<file path="config.mk">
export PLATFORM = sky130hd
export DESIGN_NAME = eth_tx_sched
export DESIGN_NICKNAME = d
export VERILOG_FILES = /design/src/rtl/eth_pkg.sv /design/src/rtl/eth_ms_timer.sv /design/src/rtl/eth_tx_sched.sv
export SDC_FILE = /design/constraint.sdc
export NUM_CORES = 1
export LEC_CHECK = 0
export BUFFER_PORTS_ARGS = -buffer_cell sky130_fd_sc_hd__buf_2
export CAP_MARGIN = 5
export CORE_MARGIN = 8
export CORE_UTILIZATION = 55
export CTS_BUF_LIST = sky130_fd_sc_hd__clkbuf_8
export DETAILED_ROUTE_END_ITERATION = 16
export GPL_ROUTABILITY_DRIVEN = 0
export PLACE_DENSITY = 0.78
export REMOVE_ABC_BUFFERS = 1
export SLEW_MARGIN = 25
export SYNTH_ARGS = -nofsm -noshare
export SYNTH_HDL_FRONTEND = slang
export SYNTH_SLANG_ARGS = --single-unit
</file>
<file path="constraint.sdc">
create_clock -name clk -period 5.8 [get_ports clk]
set_input_delay 0.87 -clock clk [delete_from_list [all_inputs] [get_ports clk]]
set_output_delay 0.87 -clock clk [all_outputs]
set_load 0.03 [all_outputs]
</file>
<file path="src/rtl/eth_pkg.sv">
// Shared frame-type codes, ARP opcodes and scheduler state encoding for the Ethernet TX path.
package eth_pkg;

  localparam logic [3:0] PKT_NONE     = 4'd0;
  localparam logic [3:0] PKT_ARP_REQ  = 4'd1;
  localparam logic [3:0] PKT_ARP_RESP = 4'd2;
  localparam logic [3:0] PKT_UDP      = 4'd3;

  localparam logic [1:0] ARP_OP_NONE = 2'd0;
  localparam logic [1:0] ARP_OP_REQ  = 2'd1;
  localparam logic [1:0] ARP_OP_RESP = 2'd2;

  localparam logic [47:0] MAC_BCAST = 48'hFFFF_FFFF_FFFF;

  typedef enum logic [1:0] {
    StIdle,
    StArb,
    StLaunch,
    StBusy
  } tx_state_e;

endpackage

</file>
<file path="src/rtl/eth_ms_timer.sv">
// Millisecond tick divider plus a period counter over ticks; restart clears the period count.
module eth_ms_timer #(
  parameter int unsigned TICK_DIV = 100000,
  parameter int unsigned PERIOD   = 3000
) (
  input  logic clk,
  input  logic rst_n,
  input  logic restart,
  output logic tick,
  output logic wrap
);

  localparam int unsigned DivW = (TICK_DIV > 1) ? $clog2(TICK_DIV) : 1;
  localparam int unsigned PerW = (PERIOD > 1) ? $clog2(PERIOD) : 1;
  localparam logic [DivW-1:0] DivLast = DivW'(TICK_DIV - 1);
  localparam logic [PerW-1:0] PerLast = PerW'(PERIOD - 1);

  logic [DivW-1:0] div_q, div_d;
  logic [PerW-1:0] per_q, per_d;

  assign tick = (div_q == DivLast);
  assign wrap = tick && (per_q == PerLast);

  always_comb begin
    div_d = tick ? '0 : div_q + DivW'(1);
    per_d = per_q;
    if (restart) begin
      per_d = '0;
    end else if (tick) begin
      per_d = wrap ? '0 : per_q + PerW'(1);
    end
  end

  always_ff @(posedge clk) begin
    if (!rst_n) begin
      div_q <= '0;
      per_q <= '0;
    end else begin
      div_q <= div_d;
      per_q <= per_d;
    end
  end

endmodule

</file>
<file path="src/rtl/eth_tx_sched.sv">
// Transmit scheduler: arbitrates ARP response / ARP request / UDP per slot, owns the ARP cache
// entry for TARGET_IP and hands the chosen frame to the sender with a start strobe.
module eth_tx_sched
  import eth_pkg::*;
#(
  parameter int unsigned TICK_DIV      = 100000,
  parameter int unsigned ARP_PERIOD_MS = 3000,
  parameter int unsigned SOP_TMO       = 4095,
  parameter logic [31:0] TARGET_IP     = 32'h0A00006F
) (
  input  logic        clk,
  input  logic        rst_n,
  input  logic [1:0]  i_arp_op,
  input  logic [47:0] i_arp_mac,
  input  logic [31:0] i_arp_ip,
  input  logic        i_udp_req,
  input  logic        i_tx_sop,
  input  logic        i_tx_eop,
  output logic [3:0]  o_pkt_type,
  output logic [47:0] o_target_mac,
  output logic [31:0] o_target_ip,
  output logic        o_start,
  output logic        o_mac_valid,
  output logic        o_busy
);

  localparam logic [11:0] WdLast = 12'(SOP_TMO - 1);

  tx_state_e   state_q, state_d;
  logic [3:0]  pkt_type_q, pkt_type_d;
  logic [47:0] target_mac_q, target_mac_d;
  logic [31:0] target_ip_q, target_ip_d;
  logic        start_q, start_d;
  logic [11:0] wd_q, wd_d;
  logic        req_pending_q, req_pending_d;
  logic        resp_pending_q, resp_pending_d;
  logic [47:0] resp_mac_q, resp_mac_d;
  logic [31:0] resp_ip_q, resp_ip_d;
  logic [47:0] cache_mac_q, cache_mac_d;
  logic        mac_valid_q, mac_valid_d;
  logic        waiting_q, waiting_d;

  logic timer_tick, timer_wrap;
  logic resp_hit, req_in, sop_ok, req_sop, resp_sop;

  assign resp_hit = (i_arp_op == ARP_OP_RESP) && (i_arp_ip == TARGET_IP);
  assign req_in   = (i_arp_op == ARP_OP_REQ);
  // sop only means something while a launched frame waits for it
  assign sop_ok   = (state_q == StLaunch) && i_tx_sop;
  assign req_sop  = sop_ok && (pkt_type_q == PKT_ARP_REQ);
  assign resp_sop = sop_ok && (pkt_type_q == PKT_ARP_RESP);

  eth_ms_timer #(
    .TICK_DIV (TICK_DIV),
    .PERIOD   (ARP_PERIOD_MS)
  ) u_ms_timer (
    .clk     (clk),
    .rst_n   (rst_n),
    .restart (req_sop),
    .tick    (timer_tick),
    .wrap    (timer_wrap)
  );

  // Cache, timeout and pending-flag bookkeeping; later assignments take priority.
  always_comb begin
    req_pending_d = req_pending_q;
    if (req_sop)    req_pending_d = 1'b0;
    if (timer_wrap) req_pending_d = 1'b1;

    resp_pending_d = resp_pending_q;
    resp_mac_d     = resp_mac_q;
    resp_ip_d      = resp_ip_q;
    if (resp_sop) resp_pending_d = 1'b0;
    if (req_in) begin
      resp_pending_d = 1'b1;
      resp_mac_d     = i_arp_mac;
      resp_ip_d      = i_arp_ip;
    end

    waiting_d = waiting_q;
    if (resp_hit) waiting_d = 1'b0;
    if (req_sop)  waiting_d = 1'b1;

    mac_valid_d = mac_valid_q;
    cache_mac_d = cache_mac_q;
    if (timer_wrap && waiting_q) mac_valid_d = 1'b0;
    if (resp_hit) begin
      mac_valid_d = 1'b1;
      cache_mac_d = i_arp_mac;
    end
  end

  always_comb begin
    state_d      = state_q;
    pkt_type_d   = pkt_type_q;
    target_mac_d = target_mac_q;
    target_ip_d  = target_ip_q;
    start_d      = 1'b0;
    wd_d         = wd_q;
    unique case (state_q)
      StIdle: state_d = StArb;
      StArb: begin
        wd_d       = '0;
        pkt_type_d = PKT_NONE;
        if (resp_pending_q) begin
          pkt_type_d   = PKT_ARP_RESP;
          target_mac_d = resp_mac_q;
          target_ip_d  = resp_ip_q;
        end else if (req_pending_q) begin
          pkt_type_d   = PKT_ARP_REQ;
          target_mac_d = mac_valid_q ? cache_mac_q : MAC_BCAST;
          target_ip_d  = TARGET_IP;
        end else if (i_udp_req && mac_valid_q) begin
          pkt_type_d   = PKT_UDP;
          target_mac_d = cache_mac_q;
          target_ip_d  = TARGET_IP;
        end
        if (pkt_type_d != PKT_NONE) begin
          state_d = StLaunch;
          start_d = 1'b1;
        end
      end
      StLaunch: begin
        if (i_tx_sop) begin
          state_d = i_tx_eop ? StIdle : StBusy;
          if (i_tx_eop) pkt_type_d = PKT_NONE;
        end else if (wd_q == WdLast) begin
          // sender never picked it up: drop back and let arbitration retry
          state_d    = StIdle;
          pkt_type_d = PKT_NONE;
        end else begin
          wd_d = wd_q + 12'd1;
        end
      end
      StBusy: begin
        if (i_tx_eop) begin
          state_d    = StIdle;
          pkt_type_d = PKT_NONE;
        end
      end
      default: state_d = StIdle;
    endcase
  end

  always_ff @(posedge clk) begin
    if (!rst_n) begin
      state_q        <= StIdle;
      pkt_type_q     <= PKT_NONE;
      target_mac_q   <= MAC_BCAST;
      target_ip_q    <= '0;
      start_q        <= 1'b0;
      wd_q           <= '0;
      req_pending_q  <= 1'b1;
      resp_pending_q <= 1'b0;
      resp_mac_q     <= '0;
      resp_ip_q      <= '0;
      cache_mac_q    <= '0;
      mac_valid_q    <= 1'b0;
      waiting_q      <= 1'b0;
    end else begin
      state_q        <= state_d;
      pkt_type_q     <= pkt_type_d;
      target_mac_q   <= target_mac_d;
      target_ip_q    <= target_ip_d;
      start_q        <= start_d;
      wd_q           <= wd_d;
      req_pending_q  <= req_pending_d;
      resp_pending_q <= resp_pending_d;
      resp_mac_q     <= resp_mac_d;
      resp_ip_q      <= resp_ip_d;
      cache_mac_q    <= cache_mac_d;
      mac_valid_q    <= mac_valid_d;
      waiting_q      <= waiting_d;
    end
  end

  assign o_pkt_type   = pkt_type_q;
  assign o_target_mac = target_mac_q;
  assign o_target_ip  = target_ip_q;
  assign o_start      = start_q;
  assign o_mac_valid  = mac_valid_q;
  assign o_busy       = (state_q == StLaunch) || (state_q == StBusy);

endmodule

</file>
* After elaboration in Yosys (flattened, before gate mapping)
Index checks and enable logic that the tools add are counted.
** Operators by class
- $add $sub $neg :: 3
- Equality and inequality tests :: 16
- Multiplexer cells :: 32
- Bitwise operators :: 1
- Reductions and logical operators :: 24
** Operator list (number)
- two-way mux 48 bit :: 4
- two-way mux 32 bit :: 3
- two-way mux 12 bit :: 3
- == test 32 x 28 -> 1 bit, second input constant :: 1
- adder 12 x 1 -> 12 bit, second input constant :: 2
- == test 12 bit, second input constant :: 2
- case mux 12 bit (2 select lines) :: 1
- adder 17 x 1 -> 17 bit, second input constant :: 1
- == test 17 bit, second input constant :: 1
- two-way mux 2 bit :: 8
- two-way mux 4 bit :: 4
- case mux 4 bit (3 select lines) :: 1
- inequality test 2 bit, second input constant :: 4
- case mux 2 bit (4 select lines) :: 1
- nonzero test 2 bit :: 4
- logical AND 1 bit :: 7
- two-way mux 1 bit :: 7
- == test 2 bit, second input constant :: 3
- AND reduction 2 bit :: 3
- AND reduction 3 bit :: 2
- nonzero test 3 bit :: 2
- OR reduction 2 bit :: 3
- == test 2 x 1 -> 1 bit, second input constant :: 2
- == test 4 x 1 -> 1 bit, second input constant :: 1
- other kinds (6) :: 6
** Word-level totals
- Bits in registers :: 260

* Depth between registers and ports, before layout
- Word-level depth :: 8
- Depth in mapped cells :: 9
- Gate-level depth less buffers :: 6

* Modules after synthesis
From an unflattened synthesis, not the netlist that was laid out.
** Unflattened totals
- Cells, all modules :: 1204
- Area total of the unflattened synthesis :: 10248.6 µm²
** Modules (own cells, without submodules)
- eth_tx_sched :: times used 1, cells each 1031, area each 8800.9 µm²
- eth_ms_timer :: times used 1, cells each 173, area each 1447.6 µm²

* Worst setup path before layout
Ideal clock, no wire load.
- Path kind :: input to register
- Start :: in i_arp_ip[24]
- End :: reg cache_mac_q[38]
- Arrival time :: 2.424 ns
- Data required time :: 5.728 ns
- Setup slack :: 3.305 ns
- Cell stages on the path :: 7
- Buffers on the path :: 3
- Path through :: or4_1 nor4_2 and3_1 buf_2 buf_6 buf_8 mux2i_1
** Between the ends
- Longest elaborated chain between the ends :: 2
** RTL lines
- start, declared :: line eth_tx_sched.sv:15 : input logic [31:0] i_arp_ip,
- == test 32 x 28 -> 1 bit :: line eth_tx_sched.sv:46 : assign resp_hit = (i_arp_op == ARP_OP_RESP) && (i_arp_ip == TARGET_IP);
- logical AND 1 bit :: line eth_tx_sched.sv:46
- end signal, assigned :: line eth_tx_sched.sv:171 : cache_mac_q <= cache_mac_d;
- end, declared :: line eth_tx_sched.sv:39 : logic [47:0] cache_mac_q, cache_mac_d;
Every way passes these cells.
A chain may end at the register's enable or synchronous reset.

* Final worst setup path
- Start :: in i_arp_ip[24]
- End :: reg cache_mac_q[27]
Same word-level chain as after synthesis.

==> report_table.html <==
<table>
<tr><th>Metric</th><th>Value</th></tr>
<tr><th colspan="2">Worst hold path</th></tr>
<tr><td>Class of the worst hold path</td><td>flip-flop to flip-flop</td></tr>
<tr><th colspan="2">Critical path</th></tr>
<tr><td>Reg-to-reg endpoint</td><td>u_ms_timer.div_q[9]$_SDFF_PP0_</td></tr>
<tr><td>Largest stage delay on the critical path</td><td>860 ps</td></tr>
<tr><td>Worst path cell trace</td><td>buf_2 -&gt; or4_1 -&gt; nor4_2 -&gt; and3_2 -&gt; buf_4 -&gt; mux2i_1</td></tr>
<tr><td>Combined buffer and inverter count along the critical path</td><td>2</td></tr>
<tr><td>Cell with the largest stage delay on the worst path</td><td>sky130_fd_sc_hd__and3_2</td></tr>
<tr><td>RR Startpoint</td><td>u_ms_timer.div_q[0]$_SDFF_PP0_</td></tr>
<tr><td>Kind of end point of the critical path</td><td>flip-flop</td></tr>
<tr><td>Cell family contributing the most delay on the critical path</td><td>simple AND/OR/NAND/NOR gates</td></tr>
<tr><td>Crit path capture</td><td>cache_mac_q[27]$_SDFFE_PN0P_</td></tr>
<tr><td>Critical path data required time</td><td>6260 ps</td></tr>
<tr><td>Number of cells on the critical path</td><td>6</td></tr>
<tr><td>Sort of element at the start of the critical path</td><td>input port</td></tr>
<tr><td>Highest fanout seen on the critical path</td><td>28</td></tr>
<tr><td>R2R setup slack</td><td>3100 ps</td></tr>
<tr><td>Worst path arrival time</td><td>3510 ps</td></tr>
<tr><td>Startpoint of the worst setup timing path</td><td>i_arp_ip[24]</td></tr>
<tr><td>Register-to-Register Path Depth</td><td>5</td></tr>
<tr><td>Classification of the worst setup path</td><td>input port to flip-flop</td></tr>
<tr><th colspan="2">Yosys</th></tr>
<tr><td>Count of warnings emitted by yosys</td><td>0</td></tr>
<tr><td>Post-synth cell types</td><td>59</td></tr>
<tr><td>Post-synth top area share</td><td>51.17%</td></tr>
<tr><td>Most numerous cell types in the synthesized netlist</td><td>327 x sky130_fd_sc_hd__nand2_1, 260 x sky130_fd_sc_hd__dfxtp_1, 110 x sky130_fd_sc_hd__a21oi_1</td></tr>
<tr><td>Largest area contributor in the synthesized netlist</td><td>sky130_fd_sc_hd__dfxtp_1</td></tr>
<tr><td>Gate count after technology mapping</td><td>1185</td></tr>
<tr><td>Most used standard cell by instance count after synthesis</td><td>sky130_fd_sc_hd__nand2_1</td></tr>
<tr><td>Post-synth EDFFs</td><td>0</td></tr>
<tr><td>Flip-flop and latch count after synthesis</td><td>260</td></tr>
<tr><td>Top FF cell, synth</td><td>sky130_fd_sc_hd__dfxtp_1</td></tr>
<tr><td>Largest cells by area after synthesis</td><td>sky130_fd_sc_hd__dfxtp_1 51%, sky130_fd_sc_hd__nand2_1 12%, sky130_fd_sc_hd__a21oi_1 5.4%</td></tr>
<tr><td>Avg Inst Size Synth</td><td>8.584 um^2</td></tr>
<tr><td>Ys async rst share</td><td>0%</td></tr>
<tr><td>Part of the Yosys area used for sequential elements</td><td>51.17%</td></tr>
<tr><td>Combined area of all synthesized cells</td><td>10170 um^2</td></tr>
<tr><th colspan="2">Clocking</th></tr>
<tr><td>Count of buffers added by post-CTS timing repair for setup</td><td>0</td></tr>
<tr><td>Inserted Clock Buffers</td><td>43</td></tr>
<tr><td>Number of hold-repair buffers added at the cts stage</td><td>0</td></tr>
<tr><td>Clock input transition at the sequential cells of the worst setup and hold paths</td><td>60 ps</td></tr>
<tr><td>Max H-tree Level</td><td>2</td></tr>
<tr><td>Clock root buffer</td><td>sky130_fd_sc_hd__clkbuf_8</td></tr>
<tr><td>CTS-repair resized insts</td><td>0</td></tr>
<tr><td>TritonCTS Sinks</td><td>260</td></tr>
<tr><td>Clock tree from TritonCTS</td><td>built</td></tr>
<tr><td>Clock buffer depth</td><td>3</td></tr>
<tr><td>Later-pin clock latency in the skew report</td><td>540 ps</td></tr>
<tr><th colspan="2">Placed design</th></tr>
<tr><td>IO Port Bufs</td><td>173</td></tr>
<tr><td>HPWL after detailed placement</td><td>16.74 mm</td></tr>
<tr><th colspan="2">Timing</th></tr>
<tr><td>Final Critical Period</td><td>3051 ps</td></tr>
<tr><td>Maximum clock skew at final layout</td><td>20.55 ps</td></tr>
<tr><td>Final worst path period share</td><td>52.60%</td></tr>
<tr><td>Number of setup violations in the final report</td><td>0</td></tr>
<tr><td>Unrepaired setup endpoints after global routing</td><td>no</td></tr>
<tr><td>Fin. Hold Viols</td><td>0</td></tr>
<tr><td>Fmax achieved</td><td>327.8 MHz</td></tr>
<tr><td>Worst-Margin Slew</td><td>951.5 ps</td></tr>
<tr><td>Total Neg Setup Slack</td><td>0 ps</td></tr>
<tr><td>Slew Limit Fails</td><td>0</td></tr>
<tr><td>Worst max-slew margin expressed relative to the limit</td><td>36.56%</td></tr>
<tr><th colspan="2">Power</th></tr>
<tr><td>Switching power share of the total</td><td>27.76%</td></tr>
<tr><td>Combinational share of power</td><td>13.2%</td></tr>
<tr><td>Net load switching power</td><td>1.126 mW</td></tr>
<tr><td>Leakage dissipation</td><td>4.642 nW</td></tr>
<tr><td>Sequential cell fraction of total power</td><td>47.6%</td></tr>
<tr><td>Clock share of power</td><td>39.2%</td></tr>
<tr><td>PwrDens</td><td>339.8 nW/um^2</td></tr>
<tr><td>Worst voltage drop across the vdd grid</td><td>0.0002368 V</td></tr>
<tr><td>Internal power summed over all cells</td><td>2.931 mW</td></tr>
<tr><th colspan="2">Routing</th></tr>
<tr><td>WL final</td><td>26.84 mm</td></tr>
<tr><td>Iteration count of the initial detailed-routing pass</td><td>6</td></tr>
<tr><td>Number of violations reported at the end of detailed-routing iteration 0</td><td>756</td></tr>
<tr><td>Average wire per standard cell</td><td>16.95 um</td></tr>
<tr><td>Post-DRT Antenna Nets</td><td>0</td></tr>
<tr><td>Total via count in the routed design</td><td>9039</td></tr>
<tr><td>Vias per std cell</td><td>5.710</td></tr>
<tr><td>Post-route DRC</td><td>0</td></tr>
<tr><th colspan="2">Global route</th></tr>
<tr><td>Number of antenna violations at the first check in global routing</td><td>3</td></tr>
<tr><td>Pin count of the biggest net entering global routing</td><td>85</td></tr>
<tr><td>Vias in the first global route</td><td>9023</td></tr>
<tr><td>Total Routing Usage GR</td><td>22.62%</td></tr>
<tr><td>Total overflow reported by the global router</td><td>0</td></tr>
<tr><td>Global-route wire length before repair</td><td>44.64 mm</td></tr>
<tr><th colspan="2">Floorplan</th></tr>
<tr><td>Total I/O pin count</td><td>174</td></tr>
<tr><td>Placement Rows</td><td>49</td></tr>
<tr><td>Initial Util</td><td>56.24%</td></tr>
<tr><td>Overall die width</td><td>152.0 um</td></tr>
<tr><td>Placeable Area</td><td>18090 um^2</td></tr>
<tr><td>Die Height</td><td>152.0 um</td></tr>
<tr><td>Die Footprint</td><td>23100 um^2</td></tr>
<tr><th colspan="2">Run</th></tr>
<tr><td>Count of maximum capacitance violations</td><td>0</td></tr>
<tr><th colspan="2">Layout</th></tr>
<tr><td>Final nets</td><td>1412</td></tr>
<tr><td>Share of the core filled with cells</td><td>66.01%</td></tr>
<tr><td>Share of layout cells above drive strength 1</td><td>20.27%</td></tr>
<tr><td>Layout-stage area growth over the synthesis result</td><td>17.37%</td></tr>
<tr><th colspan="2">Status</th></tr>
<tr><td>Run status</td><td>finished clean</td></tr>
</table>
-- worst min-delay path, stage by stage (launching register included) --
cell                      delay [ps]
sky130_fd_sc_hd__dfxtp_1         320
sky130_fd_sc_hd__nand2_1          60
sky130_fd_sc_hd__nor2_1           30
-- metrics by stage --
step                cells  total power, mW  instance area, um^2  setup WS (ps)  hold slack (ps)
finish               1583            4.057                11940           2749            444.6
global route         1583            4.229                11940           2601            466.9
CTS                  1581            4.090                11930           2771            447.3
detailed placement   1505            2.505                11050           2214            438.2
global placement     1505            2.495                11050           2284            432.6
floorplan            1093            2.297                 9777           1850            425.5
-- final cells by class --
class                   count  area, um^2
fillers                  1493        6147
repair buffers            183       943.4
inverters                  11       42.54
diodes                      2       5.005
multi-input cells         822        4574
well taps                 229       286.5
clock buffers              58       798.3
flip-flops and latches    260        5205
clock inverters            18       83.83
-- metal layers --
layer | GRT usage [%] | share of wire [%] | wire [um] | up-vias
li1 | - | - | - | 4435
met1 | 27.67 | 43 | 11510 | 4258
met2 | 37.82 | 47 | 12740 | 300
met3 | 6.098 | 7.8 | 2080 | 44
met4 | 7.806 | 1.9 | 499 | 2
met5 | 0 | 0.045 | 12 | -
-- worst min path at each step --
stage,depth (start not counted),start,endpoint
2_1_floorplan,1,u_ms_timer.div_q[0]$_SDFF_PP0_,u_ms_timer.div_q[0]$_SDFF_PP0_
3_3_place_gp,2,o_pkt_type[3]$_SDFFE_PN0P_,o_pkt_type[3]$_SDFFE_PN0P_
3_5_place_dp,2,o_pkt_type[2]$_SDFFE_PN0P_,o_pkt_type[2]$_SDFFE_PN0P_
4_1_cts,2,o_pkt_type[2]$_SDFFE_PN0P_,o_pkt_type[2]$_SDFFE_PN0P_
5_1_grt,2,o_pkt_type[3]$_SDFFE_PN0P_,o_pkt_type[3]$_SDFFE_PN0P_
6_report,2,o_pkt_type[2]$_SDFFE_PN0P_,o_pkt_type[2]$_SDFFE_PN0P_
-- sequential cells by signal, indices dropped and copies added (netlist names) --
signal,flops
u_ms_timer.div_q,17
resp_ip_q,32
o_target_mac,48
o_mac_valid,1
req_pending_q,1
u_ms_timer.per_q,12
resp_pending_q,1
o_pkt_type,4
state_q,2
wd_q,12
resp_mac_q,48
o_start,1
o_target_ip,32
cache_mac_q,48
waiting_q,1
-- power by group through the flow --
stage	combinational (mW)	clock, mW	sequential [mW]
after global routing	0.583	1.71	1.94
after global placement	0.529	0	1.97
after floorplan	0.221	0	2.08
final	0.537	1.59	1.93
after detailed placement	0.537	0	1.97
after CTS	0.538	1.62	1.93
-- placed cells by master, fill, tap and decap left out, types with 5 or more instances in the layout --
cell type	count
sky130_fd_sc_hd__mux2i_1	48
sky130_fd_sc_hd__o221ai_1	48
sky130_fd_sc_hd__xor2_1	8
sky130_fd_sc_hd__and3_1	5
sky130_fd_sc_hd__or4_1	16
sky130_fd_sc_hd__nor2_1	49
sky130_fd_sc_hd__nand4_1	16
sky130_fd_sc_hd__or3_1	11
sky130_fd_sc_hd__nor4_1	5
sky130_fd_sc_hd__a21oi_1	109
sky130_fd_sc_hd__o21ai_0	14
sky130_fd_sc_hd__nand3_1	58
sky130_fd_sc_hd__inv_1	21
sky130_fd_sc_hd__o221a_2	8
sky130_fd_sc_hd__clkbuf_8	58
sky130_fd_sc_hd__dfxtp_1	260
sky130_fd_sc_hd__o31ai_1	18
sky130_fd_sc_hd__buf_2	172
sky130_fd_sc_hd__buf_4	11
sky130_fd_sc_hd__nand2_1	327
sky130_fd_sc_hd__a22oi_1	24
-- cells by family (layout without fill, tap and decap cells) --
kind of cell,count (synthesis),after routing,share of synthesized area [%]
buffers and inverters,103,270,4.293
adder cells (fa/ha/maj),4,4,0.4920
XOR/XNOR,12,12,1.033
multiplexers,49,49,4.834
AND/OR/NAND/NOR,518,518,22.64
AO/OA/AOI/OAI,239,239,15.54
flip-flops,260,260,51.17
other,0,2,0
No activity file was read; power rests on OpenSTA's default activity.
